$ cat config.mk
export PLATFORM = sky130hd
export DESIGN_NAME = code_wr_guard
export DESIGN_NICKNAME = d
export VERILOG_FILES = /design/src/rtl/code_sec_pkg.sv /design/src/rtl/code_wp_latch.sv /design/src/rtl/code_wr_guard.sv
export SDC_FILE = /design/constraint.sdc
export NUM_CORES = 1
export LEC_CHECK = 0
export CAP_MARGIN = 20
export CELL_PAD_IN_SITES_DETAIL_PLACEMENT = 1
export CELL_PAD_IN_SITES_GLOBAL_PLACEMENT = 2
export CORE_MARGIN = 3
export CORE_UTILIZATION = 20
export CTS_CLUSTER_SIZE = 25
export DETAILED_ROUTE_END_ITERATION = 16
export PLACE_DENSITY_LB_ADDON = 0.1
export RECOVER_POWER = 100
export SYNTH_ARGS = -nofsm -noshare
export SYNTH_HDL_FRONTEND = slang
export SYNTH_SLANG_ARGS = --single-unit
export TNS_END_PERCENT = 100
$ cat constraint.sdc
create_clock -name clk -period 2.2 [get_ports clk]
set_clock_uncertainty 0.15 [all_clocks]
set_input_delay 0.44 -clock clk [delete_from_list [all_inputs] [get_ports clk]]
set_output_delay 0.44 -clock clk [all_outputs]
set_load 0.005 [all_outputs]
$ cat src/rtl/code_sec_pkg.sv
`default_nettype none
// ============================================================================
// Module : code_sec_pkg
// Brief  : Shared code-security types: write-guard FSM states, policy
//          decision, code-window check and control readback bit positions.
// Rev    : 1.0  initial release
// ============================================================================
package code_sec_pkg;

  typedef enum logic [1:0] {
    ST_IDLE = 2'd0,
    ST_FWD  = 2'd1,
    ST_DENY = 2'd2
  } state_e;

  typedef enum logic {
    DEC_ALLOW = 1'b0,
    DEC_DENY  = 1'b1
  } decision_e;

  // Readback status bit positions, shared with the control block
  localparam int STAT_WP_BIT     = 0;
  localparam int STAT_LOCK_BIT   = 1;
  localparam int STAT_UPDATE_BIT = 2;
  localparam int STAT_FAULT_BIT  = 3;

  // Base must be aligned to size, and size must be a power of two
  function automatic logic in_code_window(input logic [31:0] addr,
                                          input logic [31:0] base,
                                          input logic [31:0] size);
    return (addr & ~(size - 32'd1)) == base;
  endfunction

endpackage
`default_nettype wire

$ cat src/rtl/code_wp_latch.sv
`default_nettype none
// ============================================================================
// Module : code_wp_latch
// Brief  : Sticky write-protect bit; set by pulse, cleared only by reset.
// Rev    : 1.0  initial release
// ============================================================================
module code_wp_latch (
  input  logic clk,
  input  logic rst,
  input  logic set_pulse_i,
  output logic wp_q_o
);

  logic r_wp;

  always_ff @(posedge clk) begin
    if (rst)              r_wp <= 1'b0;
    else if (set_pulse_i) r_wp <= 1'b1;
  end

  assign wp_q_o = r_wp;

endmodule
`default_nettype wire

$ cat src/rtl/code_wr_guard.sv
`default_nettype none
// ============================================================================
// Module : code_wr_guard
// Brief  : Code-memory write guard: forwards allowed writes, completes denied
//          in-window writes locally with an error and logs them.
// Macro  : CODE_WR_GUARD_FAULT_LOG_EN implements the fault log outputs.
// Rev    : 1.0  initial release
// ============================================================================
module code_wr_guard
  import code_sec_pkg::*;
#(
  parameter logic [31:0] CODE_BASE = 32'h0000_0000,
  parameter logic [31:0] CODE_SIZE = 32'h0001_0000,
  parameter int          CNT_W     = 8
) (
  input  logic             clk,
  input  logic             rst,
  input  logic             lock_i,
  input  logic             update_en_i,
  input  logic             wp_set_pulse_i,
  input  logic             req_valid_i,
  output logic             req_ready_o,
  input  logic [31:0]      req_addr_i,
  input  logic [31:0]      req_wdata_i,
  input  logic [3:0]       req_be_i,
  output logic             mem_valid_o,
  input  logic             mem_ready_i,
  output logic [31:0]      mem_addr_o,
  output logic [31:0]      mem_wdata_o,
  output logic [3:0]       mem_be_o,
  output logic             rsp_valid_o,
  output logic             rsp_err_o,
  output logic             wp_q_o,
  input  logic             fault_clr_i,
  output logic             fault_irq_o,
  output logic [31:0]      fault_addr_o,
  output logic [CNT_W-1:0] fault_cnt_o
);

  state_e      r_state;
  logic        r_ready;
  logic        r_mem_valid;
  logic        r_rsp_valid;
  logic        r_rsp_err;
  logic [31:0] r_addr;
  logic [31:0] r_wdata;
  logic [3:0]  r_be;
  logic        w_wp_q;
  logic        w_in_win;
  logic        w_accept;
  logic        w_deny_entry;
  decision_e   w_dec;

  code_wp_latch u_wp_latch (
    .clk         (clk),
    .rst         (rst),
    .set_pulse_i (wp_set_pulse_i),
    .wp_q_o      (w_wp_q)
  );

  // Registered latch output means a same-cycle set pulse cannot affect this accept
  assign w_in_win     = in_code_window(req_addr_i, CODE_BASE, CODE_SIZE);
  assign w_dec        = (w_in_win && !(!w_wp_q && !lock_i && update_en_i)) ? DEC_DENY : DEC_ALLOW;
  assign w_accept     = (r_state == ST_IDLE) && req_valid_i;
  assign w_deny_entry = w_accept && (w_dec == DEC_DENY);

  always_ff @(posedge clk) begin
    if (rst) begin
      r_state     <= ST_IDLE;
      r_ready     <= 1'b1;
      r_mem_valid <= 1'b0;
      r_rsp_valid <= 1'b0;
      r_rsp_err   <= 1'b0;
      r_addr      <= '0;
      r_wdata     <= '0;
      r_be        <= '0;
    end else begin
      r_rsp_valid <= 1'b0;
      r_rsp_err   <= 1'b0;
      case (r_state)
        ST_IDLE: begin
          if (w_accept) begin
            r_addr  <= req_addr_i;
            r_wdata <= req_wdata_i;
            r_be    <= req_be_i;
            r_ready <= 1'b0;
            if (w_dec == DEC_ALLOW) begin
              r_state     <= ST_FWD;
              r_mem_valid <= 1'b1;
            end else begin
              r_state     <= ST_DENY;
              r_rsp_valid <= 1'b1;
              r_rsp_err   <= 1'b1;
            end
          end
        end
        ST_FWD: begin
          if (mem_ready_i) begin
            r_state     <= ST_IDLE;
            r_mem_valid <= 1'b0;
            r_rsp_valid <= 1'b1;
            r_ready     <= 1'b1;
          end
        end
        ST_DENY: begin
          r_state <= ST_IDLE;
          r_ready <= 1'b1;
        end
        default: begin
          r_state     <= ST_IDLE;
          r_ready     <= 1'b1;
          r_mem_valid <= 1'b0;
        end
      endcase
    end
  end

  assign req_ready_o = r_ready;
  assign mem_valid_o = r_mem_valid;
  assign mem_addr_o  = r_addr;
  assign mem_wdata_o = r_wdata;
  assign mem_be_o    = r_be;
  assign rsp_valid_o = r_rsp_valid;
  assign rsp_err_o   = r_rsp_err;
  assign wp_q_o      = w_wp_q;

`ifdef CODE_WR_GUARD_FAULT_LOG_EN
  logic             r_fault_vld;
  logic [31:0]      r_fault_addr;
  logic [CNT_W-1:0] r_fault_cnt;

  // A new denial outranks a simultaneous clear: it restarts the log
  always_ff @(posedge clk) begin
    if (rst) begin
      r_fault_vld  <= 1'b0;
      r_fault_addr <= '0;
      r_fault_cnt  <= '0;
    end else if (w_deny_entry) begin
      r_fault_vld <= 1'b1;
      if (!r_fault_vld || fault_clr_i) r_fault_addr <= req_addr_i;
      if (fault_clr_i)           r_fault_cnt <= CNT_W'(1);
      else if (!(&r_fault_cnt))  r_fault_cnt <= r_fault_cnt + CNT_W'(1);
    end else if (fault_clr_i) begin
      r_fault_vld <= 1'b0;
      r_fault_cnt <= '0;
    end
  end

  assign fault_irq_o  = r_fault_vld;
  assign fault_addr_o = r_fault_addr;
  assign fault_cnt_o  = r_fault_cnt;
`else
  logic w_unused_fault;
  assign w_unused_fault = fault_clr_i ^ w_deny_entry;
  assign fault_irq_o    = 1'b0;
  assign fault_addr_o   = '0;
  assign fault_cnt_o    = '0;
`endif

endmodule
`default_nettype wire

==> insert_results.sql, run 1 <==
INSERT INTO impl_metrics (metric_group, metric, value, unit) VALUES
('setup_path', 'setup.reg_to_reg.worst_slack', '0.63', 'ns'),
('floorplan', 'die-area', '16900', 'µm²'),
('setup_path', 'crit-reg2reg-capture', 'mem_addr_o[1]', ''),
('grt', 'gr-total-overflow', '0', ''),
('setup_path', 'critical_path.slowest_cell', 'sky130_fd_sc_hd__dlygate4sd3_1', ''),
('setup_path', 'timing.critical_path.max_delay_family', 'buffers and inverters', ''),
('drt', 'drc_errors', '0', ''),
('synthesis', 'gate_count_after_technology_mapping', '377', ''),
('synthesis', 'synthesis.yosys.warnings', '0', ''),
('clocking', 'cts-root-to-sink-buffers', '2', ''),
('hold_path', 'timing.hold.worst.start', 'mem_wdata_o[2]', ''),
('grt', 'grt_util_all_layers', '11.9', '%'),
('outcome', 'run_status', 'finished clean', ''),
('setup_path', 'worstSetupStartpointType', 'primary input', ''),
('layout', 'antenna-diode-count', '0', ''),
('floorplan', 'std_cell_rows', '44', ''),
('hold_path', 'timing.hold.worst_path_depth', '2', ''),
('setup_path', 'timing.critical_path.cells', 'dlygate4sd3_1 > nor3b_2 > buf_12 > nand2_1 > a21oi_1', ''),
('sta', 'setup_tns', '0', 'ns'),
('layout', 'final_instance_area', '4870', 'µm²'),
('setup_path', 'worst_path_largest_cell_delay', '0.62', 'ns'),
('clocking', 'clock_latency_of_the_later_clocked_register_in_the_worst_skew_pair', '0.34', 'ns'),
('grt', 'first_global_vias', '2906', ''),
('placement', 'detailed_place_hpwl', '7150', 'µm'),
('layout', 'seqCellArea', '1500', 'µm²'),
('floorplan', 'floorplan.initialDensity', '20.8', '%'),
('layout', 'area.growth.synth_to_final', '58.8', '%'),
('floorplan', 'core_region_area', '14800', 'µm²'),
('clocking', 'cts_buffers', '9', ''),
('layout', 'multiInputGateArea', '1230', 'µm²'),
('setup_path', 'type_of_destination_of_the_critical_path', 'flop', ''),
('floorplan', 'design.portCount', '190', ''),
('synthesis', 'synth_cell_type_count', '29', ''),
('run', 'max_cap_violations', '0', ''),
('sta', 'timing.final.setup_violations', '0', ''),
('power_and_ir_drop', 'power.static_leakage', '2.04', 'nW'),
('drt', 'avgViaCountPerCell', '4.04', ''),
('synthesis', 'mappedNetlistArea', '3070', 'µm²'),
('power_and_ir_drop', 'ir_worst_vdd', '0.427', 'mV'),
('setup_path', 'cp.buffers_inverters', '2', ''),
('layout', 'post_route_cells_drive_above_1_share', '6.49', '%'),
('synthesis', 'proportion_of_synthesized_chip_area_in_sequential_cells', '48.9', '%'),
('setup_path', 'path_class', 'primary input to flop', ''),
('synthesis', 'syn-mean-instance-area', '8.14', 'µm²'),
('layout', 'layout_common_cells', 'sky130_fd_sc_hd__nand2_1, sky130_fd_sc_hd__dlygate4sd3_1, sky130_fd_sc_hd__dfxtp_1', ''),
('sta', 'fmax', '526', 'MHz'),
('grt', 'grt_pass1_wl', '15400', 'µm'),
('clocking', 'cts_repair_resize_count', '0', ''),
('setup_path', 'worstPathRequired', '2.32', 'ns'),
('drt', 'drt.antenna.violating_nets', '0', ''),
('sta', 'final_min_period_over_clock_period', '86.5', '%'),
('hold_path', 'min-delay-path-class', 'flop to flop', ''),
('placement', 'final_gp_congestion', '0.711', ''),
('drt', 'wire_length_after_detailed_routing', '10100', 'µm'),
('setup_path', 'worstPathMaxFanout', '50', ''),
('grt', 'maximum_number_of_pins_on_one_net_before_global_route_repair', '51', ''),
('clocking', 'cts_setup_buffers', '0', ''),
('sta', 'finalHoldViolations', '0', ''),
('placement', 'dp_cells', '692', ''),
('layout', 'net_count_reported_at_finish', '595', ''),
('drt', 'drt-pass1-iter-count', '4', ''),
('setup_path', 'worstReg2RegStart', 'r_state[0]', ''),
('sta', 'min_period', '1.90', 'ns'),
('clocking', 'htree_num_levels', '3', ''),
('floorplan', 'width_of_the_die', '130', 'µm'),
('clocking', 'ctsHoldBuffers', '0', ''),
('clocking', 'clkSlewWorstSetupHoldPaths', '0.06', 'ns'),
('sta', 'drv_slew', '0', ''),
('placement', 'numPortBuffers', '147', ''),
('sta', 'grt_setup_unrepaired', 'no', ''),
('floorplan', 'floorplan.die.height', '130', 'µm');
==> layout make-up <==
| class | instances | share of cell area (%) |
|---|---|---|
| clock buffer | 10 | 4.90 |
| sequential | 75 | 30.8 |
| timing repair buffer | 155 | 32.6 |
| clock inverter | 6 | 1.82 |
| tap | 184 | 4.72 |
| multi-input combinational | 278 | 25.2 |
==> worst reg2reg max path, delay by kind of cell, from the launching register on <==
family	cells	cell delay [ns]
AO/OA/AOI/OAI	1	0.15
buffers and inverters	1	0.38
flip-flops	1	0.48
AND/OR/NAND/NOR	3	0.34
==> how the worst max path moves through the flow <==
| stage | from | end | slack (ns) | cells past startpoint |
|---|---|---|---|---|
| after global placement | req_addr_i[27] | rsp_err_o | 0.08 | 6 |
| final | req_valid_i | mem_wdata_o[23] | 0.30 | 5 |
| after detailed placement | req_addr_i[16] | rsp_err_o | 0.05 | 5 |
| after floorplan | req_valid_i | mem_valid_o | 0.74 | 5 |
| after global routing | req_valid_i | mem_wdata_o[24] | 0.17 | 5 |
| after CTS | req_ready_o | req_ready_o | 0.35 | 1 |
==> flip-flops by register name (all words and copies together) (netlist names) <==
signal	count
mem_addr_o	32
mem_be_o	4
mem_valid_o	1
mem_wdata_o	32
r_state	2
req_ready_o	1
rsp_err_o	1
rsp_valid_o	1
u_wp_latch.wp_q_o	1
==> metal layers <==
layer	GRT usage [%]	vias up	wire length, µm
li1	-	1418	-
met1	13.9	1332	4420
met2	19.6	104	4750
met3	5.65	6	858
met4	3.12	0	109
met5	0	-	0
==> kinds of logic after synthesis <==
family	synth area share (%)
other	0.122
and+or+nand+nor	21.7
DFF	48.9
AOI/OAI and AO/OA	14.2
buffers and inverters	15.1
==> power by group <==
part | total, mW | switching, mW | internal (mW) | leakage [nW]
combinational | 0.530 | 0.237 | 0.293 | 1.27
clock | 1.63 | 0.604 | 1.02 | 0.155
sequential | 1.48 | 0.0373 | 1.44 | 0.617
total | 3.64 | 0.879 | 2.76 | 2.04
==> through the flow <==
stage               power (mW)  hold slack, ns  utilization [%]  worst slack [ns]
finish                    3.64           0.301             33.0             0.298
global route              3.84           0.317             33.0             0.167
CTS                       3.76           0.307             33.2             0.354
detailed placement        2.09           0.298             31.0            0.0474
global placement          2.08           0.291             31.0            0.0814
floorplan                 1.78           0.303                -             0.745
==> synth_stat cells <==
cell type	number	area [µm²]
sky130_fd_sc_hd__a21oi_1	63	315
sky130_fd_sc_hd__o21ai_0	1	5.00
sky130_fd_sc_hd__clkbuf_1	7	26.3
sky130_fd_sc_hd__or3b_2	1	8.76
sky130_fd_sc_hd__nor3_1	1	5.00
sky130_fd_sc_hd__nand3_1	2	10.0
sky130_fd_sc_hd__nor2_2	1	6.26
sky130_fd_sc_hd__and3_1	1	6.26
sky130_fd_sc_hd__buf_2	4	20.0
sky130_fd_sc_hd__and3b_1	1	8.76
sky130_fd_sc_hd__nor4_1	4	25.0
sky130_fd_sc_hd__nand2b_1	2	12.5
sky130_fd_sc_hd__nor2b_1	1	6.26
sky130_fd_sc_hd__o21a_1	1	7.51
sky130_fd_sc_hd__nand3b_1	1	7.51
sky130_fd_sc_hd__nand2_2	1	6.26
sky130_fd_sc_hd__nor3b_1	2	15.0
sky130_fd_sc_hd__dfxtp_1	75	1500
sky130_fd_sc_hd__a21oi_2	9	78.8
sky130_fd_sc_hd__nand2_1	137	514
sky130_fd_sc_hd__a211oi_1	1	7.51
sky130_fd_sc_hd__conb_1	1	3.75
sky130_fd_sc_hd__o21ai_2	1	8.76
sky130_fd_sc_hd__nor2_1	4	15.0
sky130_fd_sc_hd__buf_6	6	67.6
sky130_fd_sc_hd__o22ai_2	1	12.5
sky130_fd_sc_hd__buf_4	46	345
sky130_fd_sc_hd__buf_1	1	3.75
sky130_fd_sc_hd__nor3b_4	1	18.8
Note: power is estimated with default switching activity, not from simulation.
==> run 2, diff against run 1 <==
Settings changed: CTS_CLUSTER_SIZE 25 to 40, MAX_ROUTING_LAYER set to met4.
==> insert_results.sql, run 2 (same netlist as run 1, synthesis figures left out) <==
INSERT INTO impl_metrics (metric_group, metric, value, unit) VALUES
('outcome', 'run_status', 'finished clean', ''),
('floorplan', 'width_of_the_die', '130', 'µm'),
('grt', 'grt_util_all_layers', '12.2', '%'),
('run', 'max_cap_violations', '0', ''),
('floorplan', 'floorplan.die.height', '130', 'µm'),
('sta', 'min_period', '1.90', 'ns'),
('setup_path', 'reg2reg_depth', '4', ''),
('placement', 'detailed_place_hpwl', '7150', 'µm'),
('sta', 'grt_setup_unrepaired', 'no', ''),
('layout', 'net_count_reported_at_finish', '595', ''),
('sta', 'setup_tns', '0', 'ns'),
('drt', 'drc_errors', '0', ''),
('layout', 'antenna-diode-count', '0', ''),
('hold_path', 'timing.hold.worst.start', 'mem_wdata_o[2]', ''),
('floorplan', 'std_cell_rows', '44', ''),
('drt', 'wirelength_met1', '4460', 'µm'),
('hold_path', 'hold_path_end', 'mem_wdata_o[2]', ''),
('floorplan', 'core_region_area', '14800', 'µm²'),
('setup_path', 'worstPathMaxFanout', '50', ''),
('sta', 'finalHoldViolations', '0', ''),
('grt', 'grt_pass1_wl', '15300', 'µm'),
('setup_path', 'setup.reg_to_reg.worst_slack', '0.63', 'ns'),
('setup_path', 'crit-reg2reg-capture', 'mem_wdata_o[23]', ''),
('floorplan', 'die-area', '16900', 'µm²'),
('grt', 'grt_antenna_before_repair', '0', ''),
('floorplan', 'design.portCount', '190', ''),
('drt', 'wire_length_after_detailed_routing', '10200', 'µm'),
('hold_path', 'timing.hold.worst_path_depth', '2', ''),
('sta', 'final_min_period_over_clock_period', '86.5', '%'),
('grt', 'first_global_vias', '2914', ''),
('placement', 'dp_cells', '692', ''),
('drt', 'drt.antenna.violating_nets', '0', ''),
('setup_path', 'type_of_destination_of_the_critical_path', 'flop', ''),
('floorplan', 'floorplan.initialDensity', '20.8', '%'),
('power_and_ir_drop', 'power.static_leakage', '2.04', 'nW'),
('setup_path', 'worstReg2RegStart', 'r_state[1]', ''),
('setup_path', 'path_class', 'primary input to flop', ''),
('drt', 'dr_wl_met3', '822', 'µm'),
('drt', 'met2_wirelength', '4770', 'µm'),
('drt', 'maxUsedRoutingLayer', 'met4', ''),
('placement', 'final_gp_congestion', '0.719', ''),
('drt', 'drt-wirelength-per-cell', '14.3', 'µm'),
('power_and_ir_drop', 'power-per-cell-area', '746', 'nW/µm²'),
('layout', 'layout_common_cells', 'sky130_fd_sc_hd__nand2_1, sky130_fd_sc_hd__dlygate4sd3_1, sky130_fd_sc_hd__dfxtp_1', ''),
('clocking', 'clkSlewWorstSetupHoldPaths', '0.06', 'ns'),
('power_and_ir_drop', 'total_power_consumption', '3.63', 'mW'),
('clocking', 'tritoncts', 'yes', ''),
('layout', 'post_route_cells_drive_above_1_share', '6.49', '%'),
('clocking', 'cts_setup_buffers', '0', ''),
('clocking', 'clk_root_buffer_cell', 'sky130_fd_sc_hd__clkbuf_16', ''),
('sta', 'fmax', '526', 'MHz'),
('sta', 'timing.final.setup_violations', '0', ''),
('grt', 'maximum_number_of_pins_on_one_net_before_global_route_repair', '51', ''),
('drt', 'drt-pass1-iter-count', '4', ''),
('drt', 'avgViaCountPerCell', '4.04', ''),
('drt', 'drtIter0Drc', '85', ''),
('setup_path', 'worstPathRequired', '2.31', 'ns'),
('clocking', 'clock_latency_of_the_later_clocked_register_in_the_worst_skew_pair', '0.34', 'ns'),
('clocking', 'cts_buffers', '9', ''),
('layout', 'final-instance-count-excl-fill', '708', ''),
('clocking', 'htree_num_levels', '3', ''),
('layout', 'finish.utilization', '33.0', '%'),
('clocking', 'cts_repair_resize_count', '0', ''),
('hold_path', 'min-delay-path-class', 'flop to flop', ''),
('placement', 'numPortBuffers', '147', ''),
('drt', 'detailroute.via_count', '2859', ''),
('power_and_ir_drop', 'ir_worst_vdd', '0.426', 'mV'),
('sta', 'drv_slew', '0', ''),
('clocking', 'clock-sinks', '75', ''),
('layout', 'area.growth.synth_to_final', '58.8', '%'),
('setup_path', 'worst-endpoint-arrival', '2.02', 'ns'),
('grt', 'gr-total-overflow', '0', ''),
('setup_path', 'worstSetupStartpointType', 'primary input', ''),
('clocking', 'cts-root-to-sink-buffers', '2', ''),
('layout', 'layout_commonest_cell', 'sky130_fd_sc_hd__nand2_1', ''),
('clocking', 'ctsHoldBuffers', '0', '');
[run 2: layer usage]
layer | GRT usage (%) | up-vias
li1 | - | 1418
met1 | 14.1 | 1330
met2 | 19.6 | 104
met3 | 5.32 | 7
met4 | 3.12 | 0
met5 | - | -
[run 2: area by class of cell]
type / count / area (µm²)
multi-input combinational: 278 / 1230
clock inverter: 6 / 88.8
tap: 184 / 230
clock buffer: 10 / 239
timing repair buffer: 155 / 1590
fill: 1740 / 9880
sequential: 75 / 1500
[run 2: worst max-delay path, cell delays in order]
cell and delay (ns):
sky130_fd_sc_hd__dlygate4sd3_1 0.62, sky130_fd_sc_hd__nor3b_2 0.41, sky130_fd_sc_hd__buf_12 0.30, sky130_fd_sc_hd__nand2_1 0.09, sky130_fd_sc_hd__a21oi_1 0.13
[run 2: worst max-delay path by stage]
stage / cells past startpoint / slack, ns / end / start
floorplan: 5 / 0.74 / mem_valid_o / req_valid_i
global placement: 6 / 0.08 / rsp_err_o / req_addr_i[27]
detailed placement: 5 / 0.05 / rsp_err_o / req_addr_i[16]
CTS: 1 / 0.35 / req_ready_o / req_ready_o
global route: 5 / 0.17 / mem_wdata_o[24] / req_valid_i
finish: 5 / 0.30 / mem_wdata_o[23] / req_valid_i
[run 2: power by group]
| part | switching [mW] | internal [mW] | leakage (nW) |
|---|---|---|---|
| clock | 0.604 | 1.02 | 0.155 |
| combinational | 0.237 | 0.293 | 1.27 |
| sequential | 0.0373 | 1.44 | 0.617 |
| total | 0.878 | 2.76 | 2.04 |
[run 2: metrics by stage]
| step | hold slack, ns | instance area [µm²] | setup slack, ns |
|---|---|---|---|
| 6_report | 0.301 | 4870 | 0.297 |
| 5_1_grt | 0.317 | 4870 | 0.167 |
| 4_1_cts | 0.307 | 4900 | 0.354 |
| 3_5_place_dp | 0.298 | 4580 | 0.0474 |
| 3_3_place_gp | 0.291 | 4580 | 0.0814 |
| 2_1_floorplan | 0.303 | 3220 | 0.745 |
